$ cat src/rtl/riscv_fpu_cmp_pipe.sv
// riscv_fpu_cmp_pipe
//   Pipelined non-arithmetic FP unit for RISC-V F/D: FEQ/FLT/FLE, FMIN/FMAX
//   and FSGNJ/FSGNJN/FSGNJX in single (NaN-boxed) and double precision.
//   All evaluation happens combinationally in front of the first register
//   stage; the remaining STAGES-1 stages only carry the result along.
//
// Parameters
//   XLEN   : datapath width, must be 64
//   STAGES : register stages from input to output, 1..4
//   TAG_W  : width of the opaque tag carried with each op
//
// Ports
//   clk, rst_n            : clock, asynchronous active-low reset
//   in_valid / in_ready   : op handshake (in_ready = pipeline may advance)
//   op, is_double         : operation select, 1 = double operands
//   rs1_data, rs2_data    : operands
//   in_tag                : tag for the op
//   out_valid / out_ready : result handshake
//   result, flags, out_tag: result, fflags {NV,DZ,OF,UF,NX}, tag
//   flush                 : only when FPU_CMP_FLUSH_EN is defined; clears
//                           every stage and blocks acceptance that cycle
//
// Build option
//   FPU_CMP_FLUSH_EN : adds the flush input.

module riscv_fpu_cmp_pipe #(
    parameter int XLEN   = 64,
    parameter int STAGES = 2,
    parameter int TAG_W  = 4
) (
    input  logic             clk,
    input  logic             rst_n,
    input  logic             in_valid,
    output logic             in_ready,
    input  logic [2:0]       op,
    input  logic             is_double,
    input  logic [XLEN-1:0]  rs1_data,
    input  logic [XLEN-1:0]  rs2_data,
    input  logic [TAG_W-1:0] in_tag,
    output logic             out_valid,
    input  logic             out_ready,
    output logic [XLEN-1:0]  result,
    output logic [4:0]       flags,
    output logic [TAG_W-1:0] out_tag
`ifdef FPU_CMP_FLUSH_EN
    ,
    input  logic             flush
`endif
);

    localparam logic [2:0] OP_FSGNJ  = 3'b000;
    localparam logic [2:0] OP_FSGNJN = 3'b001;
    localparam logic [2:0] OP_FSGNJX = 3'b010;
    localparam logic [2:0] OP_FMIN   = 3'b011;
    localparam logic [2:0] OP_FMAX   = 3'b100;
    localparam logic [2:0] OP_FLE    = 3'b101;
    localparam logic [2:0] OP_FLT    = 3'b110;
    localparam logic [2:0] OP_FEQ    = 3'b111;

    localparam logic [31:0] QNAN_S = 32'h7FC0_0000;
    localparam logic [63:0] QNAN_D = 64'h7FF8_0000_0000_0000;

    logic w_flush;
`ifdef FPU_CMP_FLUSH_EN
    assign w_flush = flush;
`else
    assign w_flush = 1'b0;
`endif

    // ------------------------------------------------------------------
    // Operand unboxing. In S mode the operand is kept in the low 32 bits
    // with the upper half zero so that the field extraction below can treat
    // both formats through the same muxes.
    // ------------------------------------------------------------------
    logic            w_box1_ok;
    logic            w_box2_ok;
    logic [XLEN-1:0] w_a;
    logic [XLEN-1:0] w_b;

    assign w_box1_ok = &rs1_data[63:32];
    assign w_box2_ok = &rs2_data[63:32];
    assign w_a = is_double ? rs1_data : {32'h0, (w_box1_ok ? rs1_data[31:0] : QNAN_S)};
    assign w_b = is_double ? rs2_data : {32'h0, (w_box2_ok ? rs2_data[31:0] : QNAN_S)};

    logic        w_sign_a, w_sign_b;
    logic        w_exp1_a, w_exp1_b;
    logic        w_mnz_a,  w_mnz_b;
    logic        w_mmsb_a, w_mmsb_b;
    logic [62:0] w_mag_a,  w_mag_b;

    assign w_sign_a = is_double ? w_a[63]      : w_a[31];
    assign w_sign_b = is_double ? w_b[63]      : w_b[31];
    assign w_exp1_a = is_double ? &w_a[62:52]  : &w_a[30:23];
    assign w_exp1_b = is_double ? &w_b[62:52]  : &w_b[30:23];
    assign w_mnz_a  = is_double ? |w_a[51:0]   : |w_a[22:0];
    assign w_mnz_b  = is_double ? |w_b[51:0]   : |w_b[22:0];
    assign w_mmsb_a = is_double ? w_a[51]      : w_a[22];
    assign w_mmsb_b = is_double ? w_b[51]      : w_b[22];
    assign w_mag_a  = is_double ? w_a[62:0]    : {32'h0, w_a[30:0]};
    assign w_mag_b  = is_double ? w_b[62:0]    : {32'h0, w_b[30:0]};

    logic w_nan_a, w_nan_b, w_snan_a, w_snan_b;
    logic w_nan_any, w_snan_any;

    assign w_nan_a    = w_exp1_a & w_mnz_a;
    assign w_nan_b    = w_exp1_b & w_mnz_b;
    assign w_snan_a   = w_nan_a & ~w_mmsb_a;
    assign w_snan_b   = w_nan_b & ~w_mmsb_b;
    assign w_nan_any  = w_nan_a | w_nan_b;
    assign w_snan_any = w_snan_a | w_snan_b;

    // ------------------------------------------------------------------
    // Ordering. w_lt_tot is the sign-magnitude order with -0 < +0, which
    // is what FMIN/FMAX want; the compare ops override the zero case.
    // ------------------------------------------------------------------
    logic w_both_zero;
    logic w_mag_lt, w_mag_gt, w_mag_eq;
    logic w_lt_tot;
    logic w_eq, w_lt, w_le;

    assign w_both_zero = (w_mag_a == 63'h0) && (w_mag_b == 63'h0);
    assign w_mag_lt    = w_mag_a < w_mag_b;
    assign w_mag_gt    = w_mag_a > w_mag_b;
    assign w_mag_eq    = w_mag_a == w_mag_b;
    assign w_lt_tot    = (w_sign_a != w_sign_b) ? w_sign_a :
                         (w_sign_a ? w_mag_gt : w_mag_lt);

    assign w_eq = !w_nan_any && (w_both_zero || ((w_sign_a == w_sign_b) && w_mag_eq));
    assign w_lt = !w_nan_any && !w_both_zero && w_lt_tot;
    assign w_le = w_lt || w_eq;

    // ------------------------------------------------------------------
    // Result selection
    // ------------------------------------------------------------------
    logic            w_sgn;
    logic [XLEN-1:0] w_fp;
    logic [XLEN-1:0] w_canon;
    logic [XLEN-1:0] w_res;
    logic            w_nv;

    assign w_canon = is_double ? QNAN_D : {32'h0, QNAN_S};

    always_comb begin
        w_sgn = w_sign_b;
        w_fp  = '0;
        w_res = '0;
        w_nv  = 1'b0;

        case (op)
            OP_FSGNJN: w_sgn = ~w_sign_b;
            OP_FSGNJX: w_sgn = w_sign_a ^ w_sign_b;
            default:   w_sgn = w_sign_b;
        endcase

        if (op == OP_FMIN || op == OP_FMAX) begin
            if (w_nan_a && w_nan_b)
                w_fp = w_canon;
            else if (w_nan_a)
                w_fp = w_b;
            else if (w_nan_b)
                w_fp = w_a;
            else if (op == OP_FMIN)
                w_fp = w_lt_tot ? w_a : w_b;
            else
                w_fp = w_lt_tot ? w_b : w_a;
        end else begin
            w_fp = is_double ? {w_sgn, w_a[62:0]} : {32'h0, w_sgn, w_a[30:0]};
        end

        case (op)
            OP_FSGNJ, OP_FSGNJN, OP_FSGNJX: begin
                w_res = is_double ? w_fp : {32'hFFFF_FFFF, w_fp[31:0]};
            end
            OP_FMIN, OP_FMAX: begin
                w_res = is_double ? w_fp : {32'hFFFF_FFFF, w_fp[31:0]};
                w_nv  = w_snan_any;
            end
            OP_FLE: begin
                w_res = {63'h0, w_le};
                w_nv  = w_nan_any;
            end
            OP_FLT: begin
                w_res = {63'h0, w_lt};
                w_nv  = w_nan_any;
            end
            OP_FEQ: begin
                w_res = {63'h0, w_eq};
                w_nv  = w_snan_any;
            end
            default: begin
                w_res = '0;
                w_nv  = 1'b0;
            end
        endcase
    end

    // ------------------------------------------------------------------
    // Pipeline. All stages move together; bubbles are kept, so a stage's
    // data is only meaningful when its valid bit is set.
    // ------------------------------------------------------------------
    logic             r_vld [STAGES];
    logic [XLEN-1:0]  r_res [STAGES];
    logic [4:0]       r_flg [STAGES];
    logic [TAG_W-1:0] r_tag [STAGES];

    logic w_adv;
    logic w_accept;

    assign w_adv    = !r_vld[STAGES-1] || out_ready;
    assign in_ready = w_adv && !w_flush;
    assign w_accept = in_valid && in_ready;

    always_ff @(posedge clk or negedge rst_n) begin
        if (!rst_n) begin
            for (int i = 0; i < STAGES; i++) begin
                r_vld[i] <= 1'b0;
                r_res[i] <= '0;
                r_flg[i] <= '0;
                r_tag[i] <= '0;
            end
        end else if (w_flush) begin
            for (int i = 0; i < STAGES; i++) begin
                r_vld[i] <= 1'b0;
            end
        end else if (w_adv) begin
            r_vld[0] <= w_accept;
            r_res[0] <= w_res;
            r_flg[0] <= {w_nv, 4'b0000};
            r_tag[0] <= in_tag;
            for (int i = 1; i < STAGES; i++) begin
                r_vld[i] <= r_vld[i-1];
                r_res[i] <= r_res[i-1];
                r_flg[i] <= r_flg[i-1];
                r_tag[i] <= r_tag[i-1];
            end
        end
    end

    assign out_valid = r_vld[STAGES-1];
    assign result    = r_res[STAGES-1];
    assign flags     = r_flg[STAGES-1];
    assign out_tag   = r_tag[STAGES-1];

endmodule

$ cat config.mk
export PLATFORM = sky130hd
export DESIGN_NAME = riscv_fpu_cmp_pipe
export DESIGN_NICKNAME = d
export VERILOG_FILES = /design/src/rtl/riscv_fpu_cmp_pipe.sv
export SDC_FILE = /design/constraint.sdc
export NUM_CORES = 1
export LEC_CHECK = 0
export ABC_CLOCK_PERIOD_IN_PS = 4500
export CORE_MARGIN = 10
export CORE_UTILIZATION = 25
export DETAILED_ROUTE_END_ITERATION = 8
export DONT_BUFFER_PORTS = 1
export PLACE_DENSITY_LB_ADDON = 0.25
export SYNTH_ARGS = -nofsm -noshare
export SYNTH_HDL_FRONTEND = slang
export SYNTH_SLANG_ARGS = --single-unit
$ cat constraint.sdc
create_clock -name clk -period 4.5 [get_ports clk]
set_clock_uncertainty 0.15 [all_clocks]
set_input_delay 0.45 -clock clk [delete_from_list [all_inputs] [get_ports clk]]
set_output_delay 0.45 -clock clk [all_outputs]
set_load 0.1 [all_outputs]
**After elaboration in Yosys (flattened, before gate mapping)**

Index checks and enable logic that the tools add are counted.

- Input bits: 140
- Flip-flop bits (word level): 140

- Eq/ne operators: 10
- $lt $le $gt $ge: 2
- Reductions and logical operators: 30
- Muxes and demuxes: 29
- Bitwise logic cells: 10

Operator list:

| kind | number |
|---|---|
| 2-to-1 mux 64 bit | 11 |
| case mux 64 bit (4 select lines) | 1 |
| 2-to-1 mux 63 bit | 3 |
| logical NOT 63 bit | 2 |
| OR reduction 52 bit | 2 |
| 2-to-1 mux 32 bit | 2 |
| AND reduction 32 bit | 2 |
| equality test 63 bit | 1 |
| > comparator 63 bit | 1 |
| < comparator 63 bit | 1 |
| OR reduction 23 bit | 2 |
| AND reduction 11 bit | 2 |
| AND reduction 8 bit | 2 |
| equality test 3 bit (second input constant) | 4 |
| 2-to-1 mux 1 bit | 10 |
| logical AND 1 bit | 7 |
| equality test 3 x 2 -> 1 bit (second input constant) | 2 |
| OR reduction 5 bit | 1 |
| AND 1 bit | 4 |
| logical OR 1 bit | 4 |
| case mux 1 bit (2 select lines) | 2 |
| equality test 3 x 1 -> 1 bit (second input constant) | 1 |
| logical NOT 1 bit | 3 |
| logical NOT 3 bit | 1 |
| 7 further kinds | 10 |

**Depth between registers and ports, before layout**

- Depth after elaboration: 15
- Depth in mapped cells: 19
- Gate-level depth less buffers: 16

**Worst setup path before layout**

OpenSTA, ideal clock, no wires.

- Kind: input -> register
- Start point: input port is_double
- End point: register r_res[64] (netlist name)
- Setup time: 0.147 ns
- Buffers on the path: 7
- Cell stages on the path: 19
- Data required time: 4.203 ns
- Data arrival time: 4.474 ns
- Slack: -0.271 ns
- Cells stage by stage: clkbuf_1 -> clkbuf_1 -> clkbuf_1 -> clkbuf_1 -> buf_1 -> buf_1 -> nand2_1 -> ha_1 -> a21oi_1 -> nand2_1 -> a221oi_1 -> o21ai_0 -> a311oi_2 -> o31ai_4 -> a211o_2 -> a31o_4 -> buf_6 -> nand3_1 -> a41oi_2

- Longest elaborated chain between the ends: 13

Ends and longest elaborated chain:

| what | line | text |
|---|---|---|
| from (decl) | 36 | `input logic is_double,` |
| 2-to-1 mux 64 bit, on equally long branches | 82, 83 |  |
| 2-to-1 mux 63 bit, on equally long branches | 99, 100 |  |
| < comparator 63 bit or > comparator 63 bit (tied branches) | 122, 123 |  |
| 2-to-1 mux 1 bit | 126 | `(w_sign_a ? w_mag_gt : w_mag_lt);` |
| 2-to-1 mux 1 bit | 125 | `assign w_lt_tot = (w_sign_a != w_sign_b) ? w_sign_a :` |
| 2-to-1 mux 64 bit, on equally long branches | 165, 163 |  |
| 2-to-1 mux 64 bit | 162 | `else if (op == OP_FMIN)` |
| 2-to-1 mux 64 bit | 160 | `else if (w_nan_b)` |
| 2-to-1 mux 64 bit | 158 | `else if (w_nan_a)` |
| 2-to-1 mux 64 bit | 156 | `if (w_nan_a && w_nan_b)` |
| 2-to-1 mux 64 bit | 155 | `if (op == OP_FMIN \|\| op == OP_FMAX) begin` |
| 2-to-1 mux 64 bit | 172, 175 |  |
| case mux 64 bit (4 select lines) * | 170 | `case (op)` |
| to (signal, indexed assignment) | 232 | `r_res[i] <= r_res[i-1];` |
| to (decl) | 202 | `logic [XLEN-1:0] r_res [STAGES];` |

Every way passes the cells marked *; elsewhere a longest branch is shown, timed or not.
A chain may end at the register's enable or synchronous reset.

**Worst setup path in the final report**

- Start point: input port rs1_data[60]
- End point: register r_res[65] (netlist name)

- Longest elaborated chain between the ends: 15

Ends and longest elaborated chain:

| what | line | text |
|---|---|---|
| from (decl) | 37 | `input logic [XLEN-1:0] rs1_data,` |
| AND reduction 32 bit | 80 | `assign w_box1_ok = &rs1_data[63:32];` |
| 2-to-1 mux 32 bit | 82 | `assign w_a = is_double ? rs1_data : {32'h0, (w_box1_ok ? rs1_data[31:0] : QNAN_S)};` |
| 2-to-1 mux 64 bit * | 82 |  |
| 2-to-1 mux 63 bit | 99 | `assign w_mag_a = is_double ? w_a[62:0] : {32'h0, w_a[30:0]};` |
| < comparator 63 bit or > comparator 63 bit (tied branches) | 122, 123 |  |
| 2-to-1 mux 1 bit | 126 |  |
| 2-to-1 mux 1 bit | 125 |  |
| 2-to-1 mux 64 bit, on equally long branches | 165, 163 |  |
| 2-to-1 mux 64 bit | 162 |  |
| 2-to-1 mux 64 bit | 160 |  |
| 2-to-1 mux 64 bit | 158 |  |
| 2-to-1 mux 64 bit | 156 |  |
| 2-to-1 mux 64 bit * | 155 |  |
| 2-to-1 mux 64 bit * | 172, 175 |  |
| case mux 64 bit (4 select lines) * | 170 |  |

Marks and branches as above.

==> flow_summary_export.csv <==
group,metric,value,unit
hold_path,hold_class,"primary input to flop",
grt,grt_pass1_wl,58.8,mm
power,vdd_ir_drop_max,0.202,mV
sta,finalSetupTns,0,ns
sta,fin_crit_sh,91.9,%
placed_design,place_inst,1757,
layout,fillers,4290,
synthesis,yosysWarnings,0,
cts,cts_tree,"yes",
detailed_routing,drc,0,
sta,tightest_slew,1.02,ns
detailed_routing,wl_per_cell,21.5,um
power,power,5.16,mW
layout,layout_commonest_cell,"nand2_1",
power,power_density,444,nW/um^2
detailed_routing,drt_iter0_markers,599,
sta,slew_viol_final,0,
floorplan,dieArea,49000,sq um
setup_path,reg2reg_setup_slack,2.18,ns
run,maxCapViolCount,0,
layout,final_cell_mix,"nand2_1, dfrtp_1, buf_4",
layout,finalNonFillerCells,1800,
sta,finalHoldViolCount,0,
run_status,status,"finished, final reports clean",
layout,drive_gt1_share,13.7,%
sta,slew_headroom,32.3,%
cts,cts_sinks,140,
synthesis,syn_avg_cell_area,7.97,sq um
synthesis,synthCells,1272,
layout,stdcell_area,11600,sq um
setup_path,crit_arrival,4.39,ns
setup_path,rr_startpoint,"out_valid",
layout,final_nets,1464,
synthesis,seq_area_frac_synth,34.6,%
setup_path,cp-end-kind,"flop",
detailed_routing,first_pass_iters,5,
sta,max_freq,242,MHz
synthesis,async_flop_share,100,%
detailed_routing,drt_wl_total,38.6,mm
cts,htreeDepth,4,
synthesis,netlist-cell-type-count,73,
cts,clkSlewWorstSetupHoldPaths,0.07,ns
cts,cts_setup_buffers,0,
placed_design,place_ws,-0.148,ns
floorplan,dieHeight,221,um
grt,antenna_found_initial,1,
grt,grt_pass1_vias,9198,
setup_path,startpoint_type,"primary input",
synthesis,synth_flop_cell,"dfrtp_1",
setup_path,r2r_end,"r_res[85]",
synthesis,synth_edf_count,0,
layout,area_growth,14.6,%
setup_path,crit_path_end,"r_res[65]",
sta,setup_slack,0.365,ns
placed_design,post_dp_cell_area,10800,sq um
synthesis,syn-cell-area,10100,sq um
power,p_leak,5.49,nW
detailed_routing,num_vias,9080,
sta,rsz0062_at_grt,"false",
sta,period_needed,4.13,ns
sta,whs,0.0263,ns
setup_path,path_max_fanout,19,
setup_path,reg2reg_depth,7,
floorplan,rows,73,
placed_design,dpl.hpwl,28.9,mm
cts,clk_latency,0.46,ns
grt,grt_usage,15.6,%
setup_path,critPathKind,"primary input to flop",
sta,setup_viol,0,
cts,clockRootBuffer,"clkbuf_16",
setup_path,crit_start,"rs1_data[60]",
placed_design,io_buffer_count,0,
floorplan,dieWidth,221,um
grt,grt-ovfl-total,0,
cts,cts.path.max_buffers,2,
setup_path,required,4.75,ns
synthesis,ys_seq_elements,140,
detailed_routing,viasPerCell,5.04,
placed_design,place.gp.congestion,0.872,
layout,utilization,29.1,%
cts,numCtsBuffers,17,
floorplan,initial_core_util,25.4,%
grt,grt_start_max_net_pins,141,
detailed_routing,ant_nets,0,
floorplan,num_io_pins,215,
floorplan,coreArea,39900,sq um
-- how the worst min path moves through the flow --
stage / startpoint / end / slack [ns] / cells past startpoint
after floorplan: rst_n / flags[4] / 0.004 / 0
after global placement: rst_n / result[52] / 0.02 / 0
after global routing: rs2_data[60] / r_res[124] / 0.02 / 2
after detailed placement: rst_n / result[52] / 0.02 / 0
after CTS: rs2_data[60] / r_res[124] / 0.001 / 2
final: rs2_data[56] / r_res[120] / 0.03 / 2
-- timing repair --
action                                  CTS  global route
hold buffers                             10             0
resized for setup                         0             2
hold endpoints to repair                148             0
endpoints found under the setup margin    0             4
-- layer usage --
| metal | routed length (um) | GRT usage (%) | vias up |
|---|---|---|---|
| li1 | - | - | 4348 |
| met1 | 16100 | 18.6 | 4350 |
| met2 | 17300 | 23.7 | 335 |
| met3 | 4390 | 7.41 | 47 |
| met4 | 876 | 5.88 | 0 |
| met5 | 0 | 0 | - |
-- power breakdown --
group | internal (mW) | total [mW] | switching [mW]
clock | 1.02 | 1.63 | 0.615
sequential | 1.47 | 2.60 | 1.14
combinational | 0.381 | 0.918 | 0.537
total | 2.87 | 5.16 | 2.29
-- Yosys cell counts, types with 2 or more instances --
master	number	share of area [%]
and2_1	42	2.6
buf_2	3	0.15
nand2_1	379	14
a22oi_2	18	2.2
nand4_1	37	2.3
clkbuf_1	52	1.9
nor4_2	2	0.25
a21oi_1	70	3.5
ha_1	63	7.8
a22o_1	2	0.17
buf_1	6	0.22
dfrtp_1	140	35
o2bb2ai_1	2	0.17
nand3_2	2	0.20
mux2i_1	21	2.1
a211o_1	9	0.78
o211ai_1	3	0.22
a22oi_1	22	1.6
a21boi_0	2	0.15
nor2_1	43	1.6
a21o_1	23	1.7
and3_1	3	0.19
nor3_1	12	0.59
buf_6	5	0.56
a31oi_1	5	0.31
inv_1	24	0.89
a221oi_1	3	0.26
o21bai_1	2	0.15
nor3b_1	12	0.89
o31ai_1	3	0.22
nor4_1	29	1.8
or2_2	2	0.12
a211oi_1	4	0.30
nand2b_1	16	0.99
o21ai_1	7	0.35
a41o_1	2	0.20
and4_1	3	0.26
buf_4	75	5.6
o41ai_1	5	0.43
o21ai_0	59	2.9
o22ai_1	10	0.62
nor2b_1	5	0.31
nand3_1	15	0.74
-- worst max-delay path, cell delays in order --
cell       delay [ns]
nand4_1          0.10
nor3_1           0.33
buf_4            0.18
a31o_2           0.24
buf_4            0.20
nand2_1          0.08
inv_1            0.06
ha_1             0.24
a21oi_1          0.14
o21ai_0          0.13
a221oi_1         0.31
buf_4            0.16
o2111ai_2        0.15
a311oi_2         0.30
o31ai_4          0.12
a211o_2          0.33
buf_4            0.15
a31o_4           0.24
buf_12           0.16
a22oi_1          0.20
a21o_1           0.10
-- logic make-up (layout without fill, tap and decap cells) --
group           after synthesis  count (layout)  share of synthesized area [%]
compound gates              270             270                           18.6
xor+xnor                      2               2                          0.173
fa+ha+maj                    63              63                           7.78
buf+inv                     166             165                           9.34
flops                       140             140                           34.6
mux                          22              22                           2.19
other cells                   1               5                         0.0370
simple gates                608             608                           27.3
-- cell type report --
type	count	area (sq um)	share of cell area, %
Multi-Input combinational cell	969	5720	49.3
Sequential cell	140	3500	30.2
Timing Repair Buffer	108	966	8.32
Tap cell	525	657	5.66
Clock buffer	24	512	4.41
Clock inverter	8	153	1.31
Inverter	25	96.3	0.830
Antenna cell	1	2.50	0.0216
-- registers in the layout, summed over array words and instances (netlist names) --
register   count
flags          1
out_valid      1
r_vld          1
out_tag        4
result        64
r_res         64
r_tag          4
r_flg          1
Note: power is estimated with default switching activity, not from simulation.
